===== src/rtl/mips_mc_ctrl_pkg.sv =====
// Shared encodings for the multicycle MIPS controller:
// opcodes, FSM states and datapath select codes.
package mips_ctrl_pkg;

  typedef enum logic [3:0] {
    S_FETCH,
    S_DECODE,
    S_MEMADR,
    S_MEMRD,
    S_MEMWB,
    S_MEMWR,
    S_RTYPE_EX,
    S_ALU_WB,
    S_BRANCH,
    S_ADDI_EX,
    S_ADDI_WB,
    S_JUMP
  } state_t;

  localparam logic [5:0] OP_LW    = 6'b100011;
  localparam logic [5:0] OP_SW    = 6'b101011;
  localparam logic [5:0] OP_RTYPE = 6'b000000;
  localparam logic [5:0] OP_BEQ   = 6'b000100;
  localparam logic [5:0] OP_ADDI  = 6'b001000;
  localparam logic [5:0] OP_J     = 6'b000010;

  localparam logic [1:0] SRCB_REG    = 2'b00;
  localparam logic [1:0] SRCB_FOUR   = 2'b01;
  localparam logic [1:0] SRCB_IMM    = 2'b10;
  localparam logic [1:0] SRCB_IMM_SH = 2'b11;

  localparam logic [1:0] PC_ALU    = 2'b00;
  localparam logic [1:0] PC_ALUOUT = 2'b01;
  localparam logic [1:0] PC_JUMP   = 2'b10;

  localparam logic [1:0] ALU_ADD   = 2'b00;
  localparam logic [1:0] ALU_SUB   = 2'b01;
  localparam logic [1:0] ALU_FUNCT = 2'b10;

  localparam logic [5:0] FN_ADD = 6'b100000;
  localparam logic [5:0] FN_SUB = 6'b100010;
  localparam logic [5:0] FN_AND = 6'b100100;
  localparam logic [5:0] FN_OR  = 6'b100101;
  localparam logic [5:0] FN_SLT = 6'b101010;

  localparam logic [2:0] CTL_AND = 3'b000;
  localparam logic [2:0] CTL_OR  = 3'b001;
  localparam logic [2:0] CTL_ADD = 3'b010;
  localparam logic [2:0] CTL_SUB = 3'b110;
  localparam logic [2:0] CTL_SLT = 3'b111;

endpackage


===== src/rtl/mips_mc_ctrl_if.sv =====
// Unified memory request/ready bundle between the
// controller (master) and the memory (slave).
interface mips_mc_ctrl_if;
  logic mem_req;
  logic mem_write;
  logic i_or_d;
  logic mem_ready;

  modport master (
    output mem_req,
    output mem_write,
    output i_or_d,
    input  mem_ready
  );

  modport slave (
    input  mem_req,
    input  mem_write,
    input  i_or_d,
    output mem_ready
  );
endinterface


===== src/rtl/mips_mc_ctrl.sv =====
// Multicycle MIPS main controller: Moore FSM sequencing the
// shared-ALU/shared-memory datapath, with a memory timeout.
module mips_mc_ctrl
  import mips_ctrl_pkg::*;
#(
  parameter int MAX_WAIT = 255,
  parameter int WAIT_W   = 8
) (
  input  logic          clk,
  input  logic          rst_n,
  input  logic [5:0]    op,
  input  logic          zero,
  mips_mc_ctrl_if.master mem,
  output logic          ir_write,
  output logic          pc_en,
  output logic [1:0]    pc_src,
  output logic          alu_src_a,
  output logic [1:0]    alu_src_b,
  output logic [1:0]    alu_op,
  output logic          reg_dst,
  output logic          mem_to_reg,
  output logic          reg_write,
  output logic          illegal_op,
  output logic          mem_err
);

  state_t state, state_n;
  logic [WAIT_W-1:0] wait_cnt;

  logic rdy, tmo;
  logic req, wr, iord, irw, pcw, br;
  logic [1:0] pcs, sb, aop;
  logic sa, rd, m2r, rw, ill, err;

  assign rdy = mem.mem_ready;
  assign tmo = !rdy && (wait_cnt == WAIT_W'(MAX_WAIT));

  always_ff @(posedge clk or negedge rst_n) begin
    if (!rst_n) begin
      state    <= S_FETCH;
      wait_cnt <= '0;
    end else begin
      state <= state_n;
      if (state_n != state || err)
        wait_cnt <= '0;
      else if (req && !rdy)
        wait_cnt <= wait_cnt + WAIT_W'(1);
    end
  end

  always_comb begin
    state_n = state;
    req  = 1'b0;
    wr   = 1'b0;
    iord = 1'b0;
    irw  = 1'b0;
    pcw  = 1'b0;
    br   = 1'b0;
    pcs  = PC_ALU;
    sa   = 1'b0;
    sb   = SRCB_REG;
    aop  = ALU_ADD;
    rd   = 1'b0;
    m2r  = 1'b0;
    rw   = 1'b0;
    ill  = 1'b0;
    err  = 1'b0;
    unique case (state)
      S_FETCH: begin
        req = 1'b1;
        sb  = SRCB_FOUR;
        if (rdy) begin
          irw     = 1'b1;
          pcw     = 1'b1;
          state_n = S_DECODE;
        end else if (tmo) begin
          err = 1'b1;
        end
      end
      S_DECODE: begin
        sb = SRCB_IMM_SH;
        unique case (1'b1)
          op == OP_LW || op == OP_SW: state_n = S_MEMADR;
          op == OP_RTYPE:             state_n = S_RTYPE_EX;
          op == OP_BEQ:               state_n = S_BRANCH;
          op == OP_ADDI:              state_n = S_ADDI_EX;
          op == OP_J:                 state_n = S_JUMP;
          default: begin
            ill     = 1'b1;
            state_n = S_FETCH;
          end
        endcase
      end
      S_MEMADR: begin
        sa      = 1'b1;
        sb      = SRCB_IMM;
        state_n = (op == OP_LW) ? S_MEMRD : S_MEMWR;
      end
      S_MEMRD: begin
        req  = 1'b1;
        iord = 1'b1;
        if (rdy) begin
          state_n = S_MEMWB;
        end else if (tmo) begin
          err     = 1'b1;
          state_n = S_FETCH;
        end
      end
      S_MEMWB: begin
        rw      = 1'b1;
        m2r     = 1'b1;
        state_n = S_FETCH;
      end
      S_MEMWR: begin
        req  = 1'b1;
        wr   = 1'b1;
        iord = 1'b1;
        if (rdy) begin
          state_n = S_FETCH;
        end else if (tmo) begin
          err     = 1'b1;
          state_n = S_FETCH;
        end
      end
      S_RTYPE_EX: begin
        sa      = 1'b1;
        aop     = ALU_FUNCT;
        state_n = S_ALU_WB;
      end
      S_ALU_WB: begin
        rw      = 1'b1;
        rd      = 1'b1;
        state_n = S_FETCH;
      end
      S_BRANCH: begin
        sa      = 1'b1;
        aop     = ALU_SUB;
        br      = 1'b1;
        pcs     = PC_ALUOUT;
        state_n = S_FETCH;
      end
      S_ADDI_EX: begin
        sa      = 1'b1;
        sb      = SRCB_IMM;
        state_n = S_ADDI_WB;
      end
      S_ADDI_WB: begin
        rw      = 1'b1;
        state_n = S_FETCH;
      end
      S_JUMP: begin
        pcw     = 1'b1;
        pcs     = PC_JUMP;
        state_n = S_FETCH;
      end
      default: state_n = S_FETCH;
    endcase
  end

  // Gate by rst_n so a mid-access reset drops the request at once.
  assign mem.mem_req   = rst_n & req;
  assign mem.mem_write = rst_n & wr;
  assign mem.i_or_d    = rst_n & iord;
  assign ir_write      = rst_n & irw;
  assign pc_en         = rst_n & (pcw | (br & zero));
  assign pc_src        = rst_n ? pcs : 2'b00;
  assign alu_src_a     = rst_n & sa;
  assign alu_src_b     = rst_n ? sb : 2'b00;
  assign alu_op        = rst_n ? aop : 2'b00;
  assign reg_dst       = rst_n & rd;
  assign mem_to_reg    = rst_n & m2r;
  assign reg_write     = rst_n & rw;
  assign illegal_op    = rst_n & ill;
  assign mem_err       = rst_n & err;

endmodule


===== src/flat_wrapper.sv =====
// flat-port wrapper written by rule: the top's interface ports become plain ports
module mips_mc_ctrl_flat import mips_ctrl_pkg::*;
#(
  parameter int MAX_WAIT = 255,
  parameter int WAIT_W   = 8
)
  (clk, rst_n, op, zero, ir_write, pc_en, pc_src, alu_src_a, alu_src_b, alu_op, reg_dst, mem_to_reg, reg_write, illegal_op, mem_err, mem_mem_req, mem_mem_write, mem_i_or_d, mem_mem_ready);
  mips_mc_ctrl_if mem_i ();
  input  logic clk;
  input  logic rst_n;
  input  logic [5:0] op;
  input  logic zero;
  output logic ir_write;
  output logic pc_en;
  output logic [1:0] pc_src;
  output logic alu_src_a;
  output logic [1:0] alu_src_b;
  output logic [1:0] alu_op;
  output logic reg_dst;
  output logic mem_to_reg;
  output logic reg_write;
  output logic illegal_op;
  output logic mem_err;
  output wire logic [$bits(mem_i.mem_req)-1:0] mem_mem_req;
  output wire logic [$bits(mem_i.mem_write)-1:0] mem_mem_write;
  output wire logic [$bits(mem_i.i_or_d)-1:0] mem_i_or_d;
  input wire logic [$bits(mem_i.mem_ready)-1:0] mem_mem_ready;
  assign mem_mem_req = mem_i.mem_req;
  assign mem_mem_write = mem_i.mem_write;
  assign mem_i_or_d = mem_i.i_or_d;
  assign mem_i.mem_ready = mem_mem_ready;
  mips_mc_ctrl #(.MAX_WAIT(MAX_WAIT), .WAIT_W(WAIT_W)) u_core (.clk(clk), .rst_n(rst_n), .op(op), .zero(zero), .mem(mem_i), .ir_write(ir_write), .pc_en(pc_en), .pc_src(pc_src), .alu_src_a(alu_src_a), .alu_src_b(alu_src_b), .alu_op(alu_op), .reg_dst(reg_dst), .mem_to_reg(mem_to_reg), .reg_write(reg_write), .illegal_op(illegal_op), .mem_err(mem_err));
endmodule

===== config.mk =====
export PLATFORM = sky130hd
export DESIGN_NAME = mips_mc_ctrl_flat
export DESIGN_NICKNAME = d
export VERILOG_FILES = /design/src/rtl/mips_mc_ctrl_pkg.sv /design/src/rtl/mips_mc_ctrl_if.sv /design/src/rtl/mips_mc_ctrl.sv /design/src/flat_wrapper.sv
export SDC_FILE = /design/constraint.sdc
export NUM_CORES = 1
export LEC_CHECK = 0
export BUFFER_PORTS_ARGS = -buffer_cell sky130_fd_sc_hd__buf_4
export CORE_MARGIN = 2
export CORE_UTILIZATION = 47
export DETAILED_ROUTE_END_ITERATION = 7
export GPL_TIMING_DRIVEN = 1
export PLACE_DENSITY = 0.79
export SYNTH_ARGS = -nofsm -noshare
export SYNTH_HDL_FRONTEND = slang
export SYNTH_SLANG_ARGS = --single-unit

===== constraint.sdc =====
create_clock -name clk -period 1.7 [get_ports clk]
set_input_delay 0.255 -clock clk [delete_from_list [all_inputs] [get_ports clk]]
set_output_delay 0.255 -clock clk [all_outputs]
set_load 0.05 [all_outputs]

---- After elaboration in Yosys (flattened, before gate mapping) ----
Index checks and enable logic that the tools add are counted.
operators by class
  $add $sub $neg .......................... 1
  reductions and logical operators ........ 14
  $mul .................................... 0
  multiplexer cells ....................... 31
  bitwise operators ....................... 13
  order comparisons ....................... 0
  div/mod/pow operators ................... 0
  shift-type cells ........................ 0
  equality and inequality tests ........... 18
operators by type and width
  kind                 number
  $pmux 4 s7           1
  $pmux 4 s5           1
  $eq 4x3->1 const B   4
  $eq 4x4->1 const B   4
  $mux 4               4
  $mux 8               2
  $mux 1               15
  $and 1x1->1          12
  $eq 6x6->1 const B   2
  $add 8x1->8 const B  1
  $eq 4x2->1 const B   2
  $eq 8x8->1 const B   1
  $pmux 2 s2           2
  $eq 6x2->1 const B   1
  $eq 6x3->1 const B   1
  $eq 6x4->1 const B   1
  $logic_not 6->1      1
  $mux 2               3
  $pmux 2 s3           1
  $reduce_or 3->1      2
  $reduce_or 5->1      1
  $eq 4x1->1 const B   1
  $logic_not 4->1      1
  $ne 4x4->1           1
  9 further kinds      12
storage, ports and cells
  memory bits (writable) .................. 0
  logic and storage cells ................. 79
  memory bits (read-only) ................. 0
  bits in latches ......................... 0
  memories ................................ 0
  flip-flop bits (word level) ............. 12

---- Logic depth before layout (Yosys ltp) ----
Gate-level depths: netlist of run 1.
  depth after elaboration ................. 8
  gate-level depth with buffers ........... 6

---- Least setup slack after synthesis of run 1 ----
No wires, ideal clock.
  path kind ............................... reg-to-output
  from .................................... reg u_core.state[1]
  to ...................................... out pc_en
  buffers on the path ..................... 0
  stages on the path, launching flop included .. 5
  data required time ...................... 1.445 ns
  path slack .............................. -1.623 ns
  arrival time ............................ 3.068 ns
  cells stage by stage .................... dfrtp_1 -> or2_2 -> nor3b_1 -> and3_1 -> a211o_1
between the ends
  cells in the longest elaborated chain, start to end .. 5
ends and longest elaborated chain
  element                 RTL line             source
  start, declared         mips_mc_ctrl.sv:27   state_t state, state_n;
  start signal, assigned  mips_mc_ctrl.sv:43   state <= state_n;
  $eq 4x4->1              mips_mc_ctrl.sv:68   unique case (state)
  $mux 1                  mips_mc_ctrl.sv:68
  $and 1x1->1             mips_mc_ctrl.sv:165  assign pc_en = rst_n & (pcw | (br & zero));
  $or 1x1->1 (*)          mips_mc_ctrl.sv:165
  $and 1x1->1 (*)         mips_mc_ctrl.sv:165
  end, declared           flat_wrapper.sv:14   output logic pc_en;
Every way passes the cells marked *; elsewhere a longest branch is shown, timed or not.

---- Final worst setup path of run 1 ----
  from .................................... reg u_core.state[1]
  to ...................................... out mem_err
between the ends
  cells in the longest elaborated chain, start to end .. 4
ends and longest elaborated chain
  element                                   RTL line             source
  $eq 4x2->1, or another cell as far along  mips_mc_ctrl.sv:68
  $reduce_or 3->1 (no line) (*)             -
  $mux 1 (*)                                -
  $and 1x1->1 (*)                           mips_mc_ctrl.sv:174  assign mem_err = rst_n & err;
  end, declared                             flat_wrapper.sv:23   output logic mem_err;
Marked as above.

==> results.toml, run 1 <==
[power_and_ir_drop]
ir_worst_vdd_uv = 627.0
p_leak_nw = 0.9038
p_total_mw = 1.261
power.density_nw_per_um2 = 624.7

[layout]
layout-drive-gt1-share_pct = 56.80
synthToLayoutAreaGrowth_pct = 88.77
diodes = 0
fillers = 71
multi_input_area_um2 = 925.9
seq_area_um2 = 304.0
nets = 218

[place]
place_hpwl_um = 2572
place.gp.congestion = 0.9310
portBuffers = 26

[timing]
setup_viol = 27
finalSetupTns_ps = -6517
fin_skew_ps = 1.369
whs_ps = 493.3
max_freq_ghz = 0.4811
max_slew_margin_pct = 63.52
drv_slew = 0
worst_slack_ps = -378.8
rsz0062_at_grt = "yes"
worstMarginPinSlew_ps = 545.4
timing_hold_violations_final = 0
period_needed_ps = 2079
post-route-period-util_pct = 122.3

[global_route]
antenna_found_initial = 0
track_usage_pct = 34.42
grt_pass1_wl_um = 6734
gr-total-overflow = 0
grt_pass1_vias = 1404
grt_max_degree = 13

[route]
drt-wirelength-per-cell_um = 23.35
wl_um = 5464
drt-met1-wl_um = 1930
first_iter_violations = 100
drc = 0
ant_nets = 0
via_count = 1552
dr.pass1.iters = 4
via_per_inst = 6.632
dr_wl_met3_um = 545
route.met2.wl_um = 2663
top_layer = "met4"

[clocking]
cts_buffers = 3
cts_tree = "built"
clock_path_buffers = 2
path_clk_slew_ps = 70
htree_levels = 1
cts.sinks = 12
worstSkewPairLatency_ps = 270
cts-root-buf = "clkbuf_4"

[setup_path]
cp-end-kind = "output pin"
critical_path_class = "flop to output pin"
cp.required_ps = 1440
cp-start-kind = "flop"
cp.arrival_ps = 1820
crit_fanout = 6

[floorplanning]
die-area_um2 = 2674
start_util_pct = 48.83
rows = 17
die_w_um = 51.71
die_h_um = 51.71
io-pin-count = 27
core_um2 = 2191

[synth]
synth_fp_nets = 145
synth_cell_types = 44
yosys_warnings = 0
synth-edff-count = 0
ys_seq_elements = 12
synth.top_cell.area_share_pct = 28.07
synthArstFlopShare_pct = 100.0
yosys-top-cells-area = "dfrtp_1 28%, nor2_1 7.7%, xor2_1 4.9%, nand2_1 3.9%, xnor2_1 3.3%"
yosysSeqAreaShare_pct = 28.07
ys_top_cells_by_count = "22 x nor2_1, 12 x dfrtp_1, 11 x nand2_1"
synth_area_leader_cell = "dfrtp_1"
synth-main-ff-cell = "dfrtp_1"
netlist_area_um2 = 1070
post-synth-top-count-cell = "nor2_1"
netlist_instances = 134
synth_area_per_cell_um2 = 7.983

[outcome]
status = "finished, violations left"
violations = "setup timing"

[job]
drv_cap = 0

[worst_hold_path]
hold_class = "input pin to flop"
-- power breakdown --
part	leakage (nW)	internal, mW	switching (mW)	total, mW
registers	0.161	0.299	0.0342	0.333
clock network	0.0150	0.0911	0.0940	0.185
logic	0.728	0.335	0.408	0.743
total	0.904	0.725	0.536	1.26
-- state kept, by name (all words and copies together) (netlist names) --
name and flops:
u_core.wait_cnt 8, u_core.state 4
-- final cells by class --
class,count,share of cell area [%]
clock buffers,4,1.301
inverters,3,0.5576
repair buffers,75,35.50
flip-flops and latches,12,15.06
multi-input cells,112,45.85
well taps,28,1.735
-- kinds of logic after synthesis --
family,count (synthesis),share of synthesized area (%)
adders and majority gates,1,1.169
buffers and inverters,10,4.561
muxes,2,1.871
xor gates and xnor gates,10,8.187
DFF,12,28.07
AOI/OAI and AO/OA,26,17.31
and+or+nand+nor,73,38.83
-- what timing repair did --
item / in CTS / in global routing
setup buffers: 13 / 11
endpoints found under the setup margin: 25 / 28
endpoints found under the hold margin: 12 / 0
hold buffers: 1 / 0
resized for setup: 33 / 31
pin swaps: 18 / 13
-- through the flow --
step                      setup WS [ps]  utilization [%]  instance area (µm²)  cells
after floorplan                  -398.4                -                 1175    134
after detailed placement         -100.2            72.36                 1585    210
final                            -378.8            92.18                 2019    234
after global routing             -449.9            92.18                 2019    234
after global placement           -27.47            72.36                 1585    210
after CTS                        -237.2            84.18                 1844    227
-- worst max-delay path: stages, from the launching register on --
cell and delay [ps]:
dfrtp_2 490, xor2_2 250, o21ai_2 100, nor3_2 270, and4_4 290, buf_8 150
-- final timing paths --
path | depth (start not counted) | from | slack, ps | to
setup / recovery | 5 | u_core.state[1] | -380 | mem_err
hold / removal | 4 | op[0] | 490 | u_core.state[2]
setup reg to reg | 6 | u_core.state[1] | -370 | u_core.wait_cnt[2]
hold reg to reg | 2 | u_core.wait_cnt[0] | 630 | u_core.wait_cnt[0]
max in group asynchronous | 3 | rst_n | 590 | u_core.state[2]
min in group asynchronous | 3 | rst_n | 720 | u_core.state[0]
-- routing by layer --
layer / up-vias / GRT usage, %
met5: - / 0
met4: 0 / 22.81
met3: 42 / 3.736
met2: 135 / 58.97
met1: 741 / 40.40
li1: 634 / -
-- layout by cell type (no fill, tap or decap), types with 2 or more instances in the layout --
cell type,n
buf_4,45
buf_6,19
nor2_1,14
buf_8,9
dfrtp_1,9
nand2_1,8
a21oi_1,6
xor2_1,5
nor2_2,5
o21ai_0,4
xnor2_1,4
nand4_1,3
nor3_4,3
nor3b_4,3
o211a_1,3
nor2_4,3
and3_4,3
clkbuf_4,3
dfrtp_2,3
nand2b_1,2
or2_4,2
nand2_2,2
nor3_1,2
inv_1,2
nor2b_1,2
nor4_1,2
mux2i_1,2
o221ai_1,2
and2_1,2
and3_1,2
No activity file was read; power rests on OpenSTA's default activity.
==> run 2, diff against run 1 <==
==> constraint.sdc (replaced) <==
create_clock -name clk -period 1.7 [get_ports clk]
set_input_delay 0.425 -clock clk [delete_from_list [all_inputs] [get_ports clk]]
set_output_delay 0.425 -clock clk [all_outputs]
set_load 0.05 [all_outputs]
==> results.toml, run 2 (synthesized netlist as in run 1, its figures left out) <==
[layout]
reg.largest.list = "u_core.wait_cnt (8), u_core.state (4)"
nets = 226
stdcell_area_um2 = 2127
diodes = 0
synthToLayoutAreaGrowth_pct = 98.83
largest_reg_flops = 8
fillers = 36
final_common_cell = "buf_4"
layout-drive-gt1-share_pct = 63.08
final_cells = 242
regMostFlops = "u_core.wait_cnt"
mostFrequentLayoutCells = "57 x buf_4, 15 x buf_6, 10 x nor2_1, 10 x nand2_1, 10 x buf_8"

[place]
dp_cells = 220
portBuffers = 26
place.gp.congestion = 0.9140
place_hpwl_um = 2639
placed_cell_area_um2 = 1664
post-place-ws_ps = -333.9

[route]
first_iter_violations = 171
drc = 0
wl_um = 6725
via_count = 1707
drt-wirelength-per-cell_um = 27.79
dr.pass1.iters = 5
ant_nets = 0
via_per_inst = 7.054

[global_route]
track_usage_pct = 40.91
gr-total-overflow = 0
grt_pass1_wl_um = 7824
grt_max_degree = 16
grt_pass1_vias = 1533
antenna_found_initial = 0

[setup_path]
cp.arrival_ps = 1820
crit_fanout = 6
max_stage_delay_ps = 510
cp-end-kind = "output pin"
timing.reg2reg.setup_slack_ps = -430
cp.required_ps = 1270
critical_path_class = "flop to output pin"
r2r-end = "u_core.wait_cnt[1]"
path_delay_family = "flip-flops"
crit_cells = 5
r2r_cells = 8
critical_path.cell_chain = "xor2_2 > o21ai_2 > nor3_2 > and4_2 > buf_6"
crit_buf_inv = 1
slowest_stage = "dfrtp_2"
cp-start-kind = "flop"
regToRegStartpoint = "u_core.state[1]"

[power_and_ir_drop]
power.density_nw_per_um2 = 665.8
ir_worst_vdd_uv = 802.9
p_leak_nw = 0.9459

[timing]
rsz0062_at_grt = "yes"
worst_slack_ps = -548.0
drv_slew = 0
worstMarginPinSlew_ps = 562.5
period_needed_ps = 2248
setup_viol = 28
max_freq_ghz = 0.4448
timing_hold_violations_final = 0
post-route-period-util_pct = 132.2
fin_skew_ps = 11.52
whs_ps = 121.3
finalSetupTns_ps = -10620
max_slew_margin_pct = 62.18

[clocking]
path_clk_slew_ps = 90
cts.sinks = 12
worstSkewPairLatency_ps = 300
cts_tree = "built"
htree_levels = 1
cts-root-buf = "clkbuf_4"
clock_path_buffers = 2
cts_buffers = 3

[floorplanning]
io-pin-count = 27
core_um2 = 2191
rows = 17
die_h_um = 51.71
die_w_um = 51.71
start_util_pct = 48.83
die-area_um2 = 2674

[outcome]
status = "finished, violations left"
violations = "setup timing"

[worst_hold_path]
hold_class = "input pin to async pin"

[job]
drv_cap = 0
[run 2: layout make-up]
type / instances / area, µm² / share of cell area, %
repair buffers: 83 / 767.0 / 36.06
clock buffers: 4 / 36.28 / 1.706
flip-flops and latches: 12 / 305.3 / 14.35
well taps: 28 / 35.03 / 1.647
multi-input cells: 112 / 972.2 / 45.71
inverters: 3 / 11.26 / 0.5294
[run 2: metrics by stage]
| step | total power, mW | utilization, % |
|---|---|---|
| after floorplan | 0.6526 | - |
| after global placement | 0.8560 | 75.96 |
| after detailed placement | 0.8728 | 75.96 |
| after CTS | 1.219 | 88.69 |
| after global routing | 1.444 | 97.09 |
| final | 1.416 | 97.09 |
[run 2: power breakdown]
| group | total (mW) | switching [mW] | internal [mW] |
|---|---|---|---|
| Clock | 0.247 | 0.116 | 0.131 |
| Combinational | 0.841 | 0.471 | 0.370 |
| Sequential | 0.328 | 0.0285 | 0.299 |
[run 2: worst register-to-register path: stages, from the launching register on]
cell and delay, ps:
dfrtp_2 500, buf_4 170, buf_6 120, nor4b_4 310
nand4_2 190, buf_4 190, o221ai_1 120, nand4_4 260
nor2_1 190
[run 2: worst max-delay path by stage]
stage | end | from | slack [ps]
finish | mem_err | u_core.state[2] | -550
global route | mem_err | u_core.state[2] | -600
CTS | pc_en | u_core.state[2] | -420
detailed placement | illegal_op | op[1] | -330
global placement | illegal_op | op[1] | -320
floorplan | pc_en | u_core.state[2] | -570
[run 2: per-layer routing]
metal | track usage (%) | vias to the layer above | share of wire, %
met4 | 27.19 | 0 | 10
met1 | 47.53 | 765 | 32
met2 | 65.60 | 202 | 44
met3 | 11.21 | 94 | 14
met5 | 0 | - | 0
li1 | - | 646 | -
[run 2: what timing repair did]
| action | 4_1_cts | 5_1_grt |
|---|---|---|
| cloned | 0 | 0 |
| hold buffers | 0 | 0 |
| hold endpoints to repair | 0 | 0 |
| endpoints found under the setup margin | 25 | 28 |
| pin swaps | 17 | 13 |
| gates resized for setup | 41 | 33 |
| buffers inserted | 14 | 11 |
==> run 3, diff against run 2 <==
BUFFER_PORTS_ARGS = unset   (was -buffer_cell sky130_fd_sc_hd__buf_4)
CORE_UTILIZATION = 55   (was 47)
DONT_BUFFER_PORTS = 1   (was unset)
PLACE_DENSITY = 0.77   (was 0.79)
==> results.toml, run 3 <==
[place]
dp_cells = 197
portBuffers = 0
place_hpwl_um = 2770
placed_cell_area_um2 = 1585
place.gp.congestion = 0.8880

[synth]
synth_area_per_cell_um2 = 7.983
synth_fp_nets = 145
post-synth-top-count-cell = "nor2_1"
synth_top_family_by_area = "simple AND/OR/NAND/NOR gates"
netlist_area_um2 = 1070
synth-xor-area-share_pct = 8.187
synthArstFlopShare_pct = 100.0
synth-main-ff-cell = "dfrtp_1"
netlist_instances = 134
synth_fa_ha_area_share_pct = 1.170
synth_cell_types = 44
muxShareOfSynthArea_pct = 1.871
yosys_warnings = 0
synth_simple_gate_area_share_pct = 38.83
synth.top_cell.area_share_pct = 28.07
synth_compound_area_share_pct = 17.31
synth_area_leader_cell = "dfrtp_1"
yosys-top-cells-area = "dfrtp_1 28%, nor2_1 7.7%, xor2_1 4.9%, nand2_1 3.9%, xnor2_1 3.3%"
synth-edff-count = 0
ys_seq_elements = 12
ys_top_cells_by_count = "22 x nor2_1, 12 x dfrtp_1, 11 x nand2_1"
yosysSeqAreaShare_pct = 28.07

[floorplanning]
io-pin-count = 27
die_w_um = 48.10
rows = 15
die_h_um = 48.10
start_util_pct = 60.00

[outcome]
failed_stage = "clock tree synthesis (4_1_cts)"
firstError = "[ERROR DPL-0038] Utilization greater than 100%, impossible to legalize"
status = "stopped before the end"

[clocking]
cts.sinks = 12
htree_levels = 1
holdBufCountCts = 1
cts_buffers = 3
cts-root-buf = "clkbuf_4"
cts_resized = 37
postCtsSetupRepairBufs = 7
clock_path_buffers = 2
==> run 3: kinds of logic after synthesis <==
logic type,count (synthesis)
mux,2
compound gates,26
xor+xnor,10
fa+ha+maj,1
buf+inv,10
flops,12
simple gates,73
==> run 3: stage by stage <==
stage,setup WS (ps),utilization [%],setup TNS [ps],hold WS (ps)
floorplan,-568.4,-,-2356,129.4
global placement,-160.0,88.91,-1991,129.9
detailed placement,-233.7,88.91,-2937,129.8
==> run 4, diff against run 3 <==
CORE_AREA = 2 2 63 65   (was unset)
CORE_MARGIN = unset   (was 2)
CORE_UTILIZATION = unset   (was 55)
DIE_AREA = 0 0 65 67   (was unset)
PLACE_DENSITY = unset   (was 0.77)
PLACE_DENSITY_LB_ADDON = 0.15   (was unset)
clock period = 2.21 ns   (was 1.7 ns; I/O delays follow)
==> results.toml, run 4 (synthesized netlist as in run 1, its figures left out) <==
[outcome]
status = "completed"

[worst_hold_path]
worstHoldPathCells = 3
holdCritStartpoint = "mem_mem_ready"
hold_class = "input pin to flop"
min_to = "u_core.wait_cnt[3]"

[global_route]
grt_max_degree = 23
antenna_found_initial = 0
grt_pass1_wl_um = 4919
grt_pass1_vias = 1071
gr-total-overflow = 0
track_usage_pct = 14.62

[floorplanning]
io-pin-count = 27
die_w_um = 65
rows = 22
start_util_pct = 29.67
die_h_um = 67
die-area_um2 = 4355
core_um2 = 3606

[power_and_ir_drop]
power.density_nw_per_um2 = 547.4
p_leak_nw = 0.6604
pwr-share-comb_pct = 44.0
p_switching_uw = 319.0
p_total_uw = 860.9
seq_power_share_pct = 28.7
ir_worst_vdd_uv = 265.7
switching_share_pct = 37.05
clkPwrFrac_pct = 27.3
internal-power_uw = 541.9

[setup_path]
critical_path.cell_chain = "or2_4 > nor3b_4 > and3_4 > a211o_4"
crit_buf_inv = 0
timing.reg2reg.setup_slack_ps = 230
max_stage_delay_ps = 460
slowest_stage = "dfrtp_2"
r2r-end = "u_core.wait_cnt[2]"
path_delay_family = "simple AND/OR/NAND/NOR gates"
r2r_cells = 6
cp.arrival_ps = 1610
crit_fanout = 7
critical_path_class = "flop to output pin"
cp-start-kind = "flop"
cp.required_ps = 1660
regToRegStartpoint = "u_core.state[3]"
cp-end-kind = "output pin"

[timing]
max_freq_ghz = 0.4615
worst_slack_ps = 43.35
worstMarginPinSlew_ps = 593.5
finalSetupTns_ps = 0
setup_viol = 0
period_needed_ps = 2167
drv_slew = 0
timing_hold_violations_final = 0
fin_skew_ps = 1.791
whs_ps = 539.0
post-route-period-util_pct = 98.04
rsz0062_at_grt = "yes"
max_slew_margin_pct = 60.10

[layout]
final_common_cell = "nor2_1"
largest_reg_flops = 8
synthToLayoutAreaGrowth_pct = 47.02
nets = 170
final_cells = 206
fillers = 363
stdcell_area_um2 = 1573
mostFrequentLayoutCells = "21 x nor2_1, 17 x buf_4, 10 x nand2_1"
fin_util_pct = 43.62
reg.largest.list = "u_core.wait_cnt (8), u_core.state (4)"
diodes = 0
layout-drive-gt1-share_pct = 37.34
regMostFlops = "u_core.wait_cnt"

[route]
via_count = 1084
drt-wirelength-per-cell_um = 14.64
drc = 0
first_iter_violations = 73
dr.pass1.iters = 4
wl_um = 3016
ant_nets = 0
via_per_inst = 5.262

[clocking]
htree_levels = 1
path_clk_slew_ps = 50
worstSkewPairLatency_ps = 240
cts-root-buf = "clkbuf_8"
clock_path_buffers = 2
cts_buffers = 3
cts_tree = "built"
cts.sinks = 12

[place]
placed_cell_area_um2 = 1396
portBuffers = 0
place_hpwl_um = 2189
dp_cells = 200
post-place-ws_ps = 149.4
place.gp.congestion = 0.8339

[job]
drv_cap = 0
## run 4: layout make-up
class	instances	area (µm²)	area share, %
Multi-Input combinational cell	112	859.6	54.65
Sequential cell	12	304.0	19.33
Timing Repair Buffer	27	282.8	17.98
Tap cell	48	60.06	3.819
Clock buffer	4	55.05	3.500
Inverter	3	11.26	0.7160
## run 4: what timing repair did
item                                   CTS  global route
endpoints found under the hold margin    0            12
cloned                                   0             0
buffers inserted                         0             1
setup endpoints to repair                7            18
pin swaps                                1             7
resized for setup                        3            20
hold buffers                             0             1
## run 4: how the worst max path moves through the flow
stage                       end  cells after the start            start  slack (ps)
global placement     illegal_op                      4            op[1]         160
detailed placement   illegal_op                      4            op[1]         150
CTS                       pc_en                      5  u_core.state[2]           4
finish                    pc_en                      4  u_core.state[2]          40
global route        mem_mem_req                      5  u_core.state[1]         -50
floorplan                 pc_en                      5  u_core.state[0]        -250
## run 4: worst min-delay path, cell delays in order
cell,delay [ps]
nor4b_2,30
xnor2_1,120
nor2_1,40
## run 4: power groups by stage
stage	Combinational [mW]	Clock [mW]	Sequential [mW]
6_report	0.379	0.235	0.247
5_1_grt	0.410	0.255	0.248
4_1_cts	0.333	0.243	0.245
3_5_place_dp	0.331	0	0.248
3_3_place_gp	0.329	0	0.248
2_1_floorplan	0.253	0	0.240
## run 4: metal layers
layer  GRT usage (%)  wire length (µm)  up-vias
li1                -                 -      534
met4           4.787                17        0
met3           3.885               159        2
met1           19.20              1370      519
met2           23.20              1468       29
met5               0                 0        -
